File: src/rtl/jk_cmd_sequencer.sv
// Command sequencer driving a downstream JK flop for len+1 edges per command, with a Q reference model.
// Define JK_SEQ_CHECK_EN to build the Q-vs-model checker (err/err_cnt); otherwise they are tied to 0.
module jk_cmd_sequencer #(
  parameter int CNT_W = 8,
  parameter int ERR_W = 8
) (
  input  logic             clk,
  input  logic             reset,
  input  logic             cmd_valid,
  output logic             cmd_ready,
  input  logic [1:0]       cmd_op,
  input  logic [CNT_W-1:0] cmd_len,
  output logic             j_out,
  output logic             k_out,
  output logic             busy,
  output logic             done,
  output logic             exp_q,
  input  logic             q_in,
  output logic             err,
  output logic [ERR_W-1:0] err_cnt
);

  typedef enum logic {IDLE, RUN} state_t;

  state_t           state, state_n;
  logic [1:0]       op, op_n;
  logic [CNT_W-1:0] remaining, remaining_n;
  logic             j_n, k_n, done_n, exp_q_n;

  assign cmd_ready = (state == IDLE);
  assign busy      = (state == RUN);

  always_ff @(posedge clk) begin
    if (reset) begin
      state     <= IDLE;
      op        <= 2'b00;
      remaining <= '0;
      j_out     <= 1'b0;
      k_out     <= 1'b0;
      done      <= 1'b0;
      exp_q     <= 1'b0;
    end else begin
      state     <= state_n;
      op        <= op_n;
      remaining <= remaining_n;
      j_out     <= j_n;
      k_out     <= k_n;
      done      <= done_n;
      exp_q     <= exp_q_n;
    end
  end

  always_comb begin
    state_n     = state;
    op_n        = op;
    remaining_n = remaining;
    j_n         = j_out;
    k_n         = k_out;
    done_n      = 1'b0;
    exp_q_n     = exp_q;
    case (state)
      IDLE: begin
        j_n = 1'b0;
        k_n = 1'b0;
        if (cmd_valid) begin
          op_n        = cmd_op;
          remaining_n = cmd_len;
          {j_n, k_n}  = cmd_op;
          state_n     = RUN;
        end
      end
      RUN: begin
        // The model advances on exactly the edges where the flop sees the latched op.
        case (op)
          2'b01:   exp_q_n = 1'b0;
          2'b10:   exp_q_n = 1'b1;
          2'b11:   exp_q_n = ~exp_q;
          default: exp_q_n = exp_q;
        endcase
        if (remaining != '0) begin
          remaining_n = remaining - CNT_W'(1);
        end else begin
          state_n = IDLE;
          j_n     = 1'b0;
          k_n     = 1'b0;
          done_n  = 1'b1;
        end
      end
      default: state_n = IDLE;
    endcase
  end

`ifdef JK_SEQ_CHECK_EN
  logic mismatch;
  assign mismatch = (q_in != exp_q);

  always_ff @(posedge clk) begin
    if (reset) begin
      err     <= 1'b0;
      err_cnt <= '0;
    end else if (mismatch) begin
      err <= 1'b1;
      if (err_cnt != {ERR_W{1'b1}}) err_cnt <= err_cnt + ERR_W'(1);
    end
  end
`else
  logic unused_q_in;
  assign unused_q_in = q_in;
  assign err         = 1'b0;
  assign err_cnt     = '0;
`endif

endmodule

File: config.mk
export PLATFORM = sky130hd
export DESIGN_NAME = jk_cmd_sequencer
export DESIGN_NICKNAME = d
export VERILOG_FILES = /design/src/rtl/jk_cmd_sequencer.sv
export SDC_FILE = /design/constraint.sdc
export NUM_CORES = 1
export LEC_CHECK = 0
export BUFFER_PORTS_ARGS = -buffer_cell sky130_fd_sc_hd__buf_4
export CAP_MARGIN = 15
export CELL_PAD_IN_SITES_DETAIL_PLACEMENT = 0
export CELL_PAD_IN_SITES_GLOBAL_PLACEMENT = 1
export CORE_MARGIN = 2
export CORE_UTILIZATION = 37
export DETAILED_ROUTE_END_ITERATION = 10
export PLACE_DENSITY_LB_ADDON = 0.12
export SLEW_MARGIN = 30
export SYNTH_ARGS = -nofsm -noshare
export SYNTH_HDL_FRONTEND = slang
export SYNTH_SLANG_ARGS = --single-unit
File: constraint.sdc
create_clock -name clk -period 3.7 [get_ports clk]
set_input_delay 0.555 -clock clk [delete_from_list [all_inputs] [get_ports clk]]
set_output_delay 0.555 -clock clk [all_outputs]
set_load 0.02 [all_outputs]
* Word-level counts from Yosys, hierarchy flattened
Cells that the tools add are included.
Word-level totals: bits in registers 15, input bits 14, output and inout bits 15, logic and storage cells 35
Operators by class: add/sub/neg operators 1, eq/ne operators 6, muxes and demuxes 13, bitwise operators 2, reduce and logical (&&, ||, !) cells 6
Operators by type and width (number):
- $mux 8 | 2
- $pmux 8 s2 | 1
- $reduce_bool 8->1 | 1
- $sub 8x1->8 const B | 1
- $mux 1 | 6
- $pmux 1 s2 | 3
- $reduce_and 2->1 | 3
- $eq 2x2->1 const B | 2
- $ne 2x2->1 const B | 2
- $pmux 1 s3 | 1
- $reduce_bool 3->1 | 1
- $eq 2x1->1 const B | 1
- $ne 2x1->1 const B | 1
- $not 1->1 | 2
- $reduce_or 2->1 | 1

* Depth between registers and ports, before layout
depth in word-level cells 3, depth in mapped cells 6, gate-level depth less buffers 6

* Worst setup path before layout
No wires, ideal clock.
path type register to register, start reg remaining[0], end reg remaining[0], setup time 0.095 ns, arrival 1.538 ns, data required time 3.605 ns, path slack 2.067 ns, cell stages (with the launch flop) 7, path buffers 0, clock period less this slack 1.633 ns, path through dfxtp_1 inv_1 ha_1 nor4b_2 a31oi_2 o21ai_1 a221oi_1
On the way: longest elaborated chain between the ends 3, elaborated cells between the ends (all ways) 6, classes of those cells add/sub: 1; eq/ne: 1; mux: 2; reduce/logical: 2
RTL lines:
- start, declared | RTL line 27 | logic [CNT_W-1:0] remaining, remaining_n;
- start signal, assigned | RTL line 45 | remaining <= remaining_n;
- $sub 8x1->8 or $reduce_bool 8->1 (tied branches) | RTL line 81, 80
- $mux 8 or $ne 2x1->1 (tied branches)
- $pmux 8 s2 or $reduce_and 2->1 (tied branches)
Parallel ways exist; a longest one is shown, timed or not. The select of a mux whose other input is x is not followed. A chain may end at the register's enable or synchronous reset.

* Final worst setup path
start reg state (netlist: busy), end out cmd_ready
On the way: longest elaborated chain between the ends 1
RTL lines:
- start, declared | RTL line 25 | state_t state, state_n;
- start signal, assigned | RTL line 43 | state <= state_n;
- $not 1->1 (no line)
- end, declared | RTL line 10 | output logic cmd_ready,
No other way between the ends.

==> impl_metrics.ini <==
[floorplanning]
die_y_um = 51.2
fp.coreArea_um2 = 2150
ios = 29
start_util_pct = 38.3
dieArea_um2 = 2620
rows = 17
die_width_um = 51.2

[clocking]
clockBufferDepth = 2
cts_root_buf = clkbuf_4
path_clk_slew_ps = 90
numCtsBuffers = 3
post-cts-setup-buffer-count = 0
cts_sinks = 15
htreeDepth = 1
clk-insertion-delay-late_ps = 280
cts_repair_resize_count = 0
ctsHoldBuffers = 0
cts_tree = done

[pwr]
irDropWorstVdd_mv = 0.193
p_comb_share_pct = 30.6
intPower_w = 0.000275
p_total_w = 0.000428
power.switching_w = 0.000152
p_sw_share_pct = 35.6
cellLeakagePower_nw = 0.396
power_density_nw_per_um2 = 441
pwr-share-clk_pct = 22.1
pwr-share-seq_pct = 47.3

[drt]
wirelength_um = 1900
drt-wirelength-per-cell_um = 13.2
dr.pass1.iters = 4
vias_per_cell = 5.13
dr.first_iter.drc_count = 10
antenna_left = 0
via_count = 739
drc = 0

[sta]
slew_violations = 0
worst_slack_ps = 1460
final.min_clock_period_ps = 2240
finClkSkew_ps = 1.28
tns_ps = 0
rsz0062_at_grt = false
slew_headroom_pct = 60.4
finalHoldViolations = 0
finalCritPeriodShare_pct = 60.6
max_freq_mhz = 446
finalSetupViolCount = 0
tightestPinTransition_ps = 594

[logic_synthesis]
yosysMostFrequentCell = dfxtp_1
synthMuxAreaShare_pct = 2.43
ys.flop_type = dfxtp_1
synth_async_sr_flop_share_pct = 0
synth-compound-area-share_pct = 25.7
postSynthAreaPerCell_um2 = 8.40
synth_seq_area_share_pct = 36.5
synth_simple_gate_area_share_pct = 19.9
synth_area_leaders = dfxtp_1 (36%), buf_4 (8.2%), a21oi_1 (6.1%)
synth.cell_area_um2 = 823
synth.top_cells.by_count = dfxtp_1 (15), nand2_1 (12), a21oi_1 (10), buf_4 (9)
synth_top_family_by_area = compound AO/OA/AOI/OAI gates
synth_xor_area_share_pct = 1.06
synth-edff-count = 0
yosysTopAreaCellShare_pct = 36.5
synth_fa_ha_area_share_pct = 1.52
ys_ff_latch = 15
synthCells = 98
synth_cell_types = 37
synth_area_leader_cell = dfxtp_1
yosys_warnings = 0

[placement]
pre_cts_ws_ps = 1720
routabilityCongestion = 0.838
hpwl_um = 1400
portBuffers = 18

[run_status]
status = completed

[grt]
antenna_found_initial = 0
grt_pass1_vias = 701
track_usage_pct = 17.1
grt_max_degree = 18
grt_pass1_wl_um = 3220
grt_overflow_total = 0

[worst_setup_path]
r2r_slack_ps = 1710
path_cells = clkinv_1 -> buf_4
crit_path_start_kind = flip-flop
cp.arrival_ps = 1690
cp_num_buf_inv = 2
critPathKind = reg2out
cp.required_ps = 3140
cpPeakStageDelay_ps = 710
end_kind = output port
path_delay_family = flip-flops
slowest_stage = dfxtp_1
crit_fanout = 17

[finish]
finalNetCount = 132
drive_gt1_share_pct = 25.9
n_antenna_cell = 0
syn_to_final_growth_pct = 17.9

[worst_hold_path]
hp-class = reg2reg

[run]
drv_cap = 0
## kinds of logic (layout without fill, tap and decap cells)
kind of cell	count (synthesis)	after routing
compound gates	30	30
xor+xnor	1	1
fa+ha+maj	1	1
buf+inv	18	28
flops	15	15
mux	2	2
other cells	1	9
simple gates	30	30
## flip-flops by register name (all words and copies together), names as in the netlist
register	flops
k_out	1
busy	1
op	2
exp_q	1
j_out	1
remaining	8
done	1
## layout by cell type (no fill, tap or decap), types with 2 or more instances in the layout
| master | instances |
|---|---|
| nor2_1 | 5 |
| o2bb2ai_1 | 2 |
| a221oi_1 | 2 |
| dfxtp_1 | 15 |
| o21ai_0 | 4 |
| or3_1 | 2 |
| a21oi_1 | 10 |
| nand2_1 | 12 |
| a211oi_1 | 2 |
| nor3_1 | 4 |
| inv_1 | 5 |
| buf_4 | 18 |
| conb_1 | 9 |
| clkbuf_4 | 3 |
| mux2i_1 | 2 |
## power groups by stage
stage                     Sequential [W]  Clock (W)  Combinational, W
final                           0.000202  0.0000944          0.000131
after global routing            0.000206   0.000108          0.000146
after CTS                       0.000202  0.0000991          0.000131
after detailed placement        0.000206          0          0.000131
after global placement          0.000205          0          0.000130
after floorplan                 0.000200          0          0.000104
## area by class of cell
cell class              instances  area [um2]
flip-flops and latches         15         300
repair buffers                 18         135
clock buffers                   3        22.5
well taps                      28        35.0
multi-input cells              73         450
inverters                       6        22.5
clock inverters                 1        5.00
fillers                       225        1180
## path summary, 6_finish.rpt
| check | from | end | cells past startpoint |
|---|---|---|---|
| setup / recovery | busy | cmd_ready | 2 |
| setup reg to reg | remaining[0] | remaining[0] | 6 |
| hold / removal | op[1] | op[1] | 2 |
| hold reg to reg | op[1] | op[1] | 2 |
## metal layers
| metal | part of all wire, % | wire length, um | track usage [%] |
|---|---|---|---|
| met5 | 0 | 0 | 0 |
| met4 | 0.84 | 16 | 9.01 |
| met3 | 3.9 | 74 | 3.51 |
| met2 | 46 | 876 | 24.5 |
| met1 | 49 | 931 | 23.8 |
## stage by stage
stage	instances	utilization [%]	area [um2]	hold WS [ps]
finish	144	45.2	971	461
detailed placement	140	43.9	943	449
floorplan	106	-	853	427
CTS	144	45.2	971	462
global placement	140	43.9	943	441
global route	144	45.2	971	500
## worst min-delay path: cells and delay by family (launching register included)
kind,cells,cell delay (ps)
simple gates,1,50
compound gates,1,50
flops,1,320
Power figures use the tool's default switching activity.
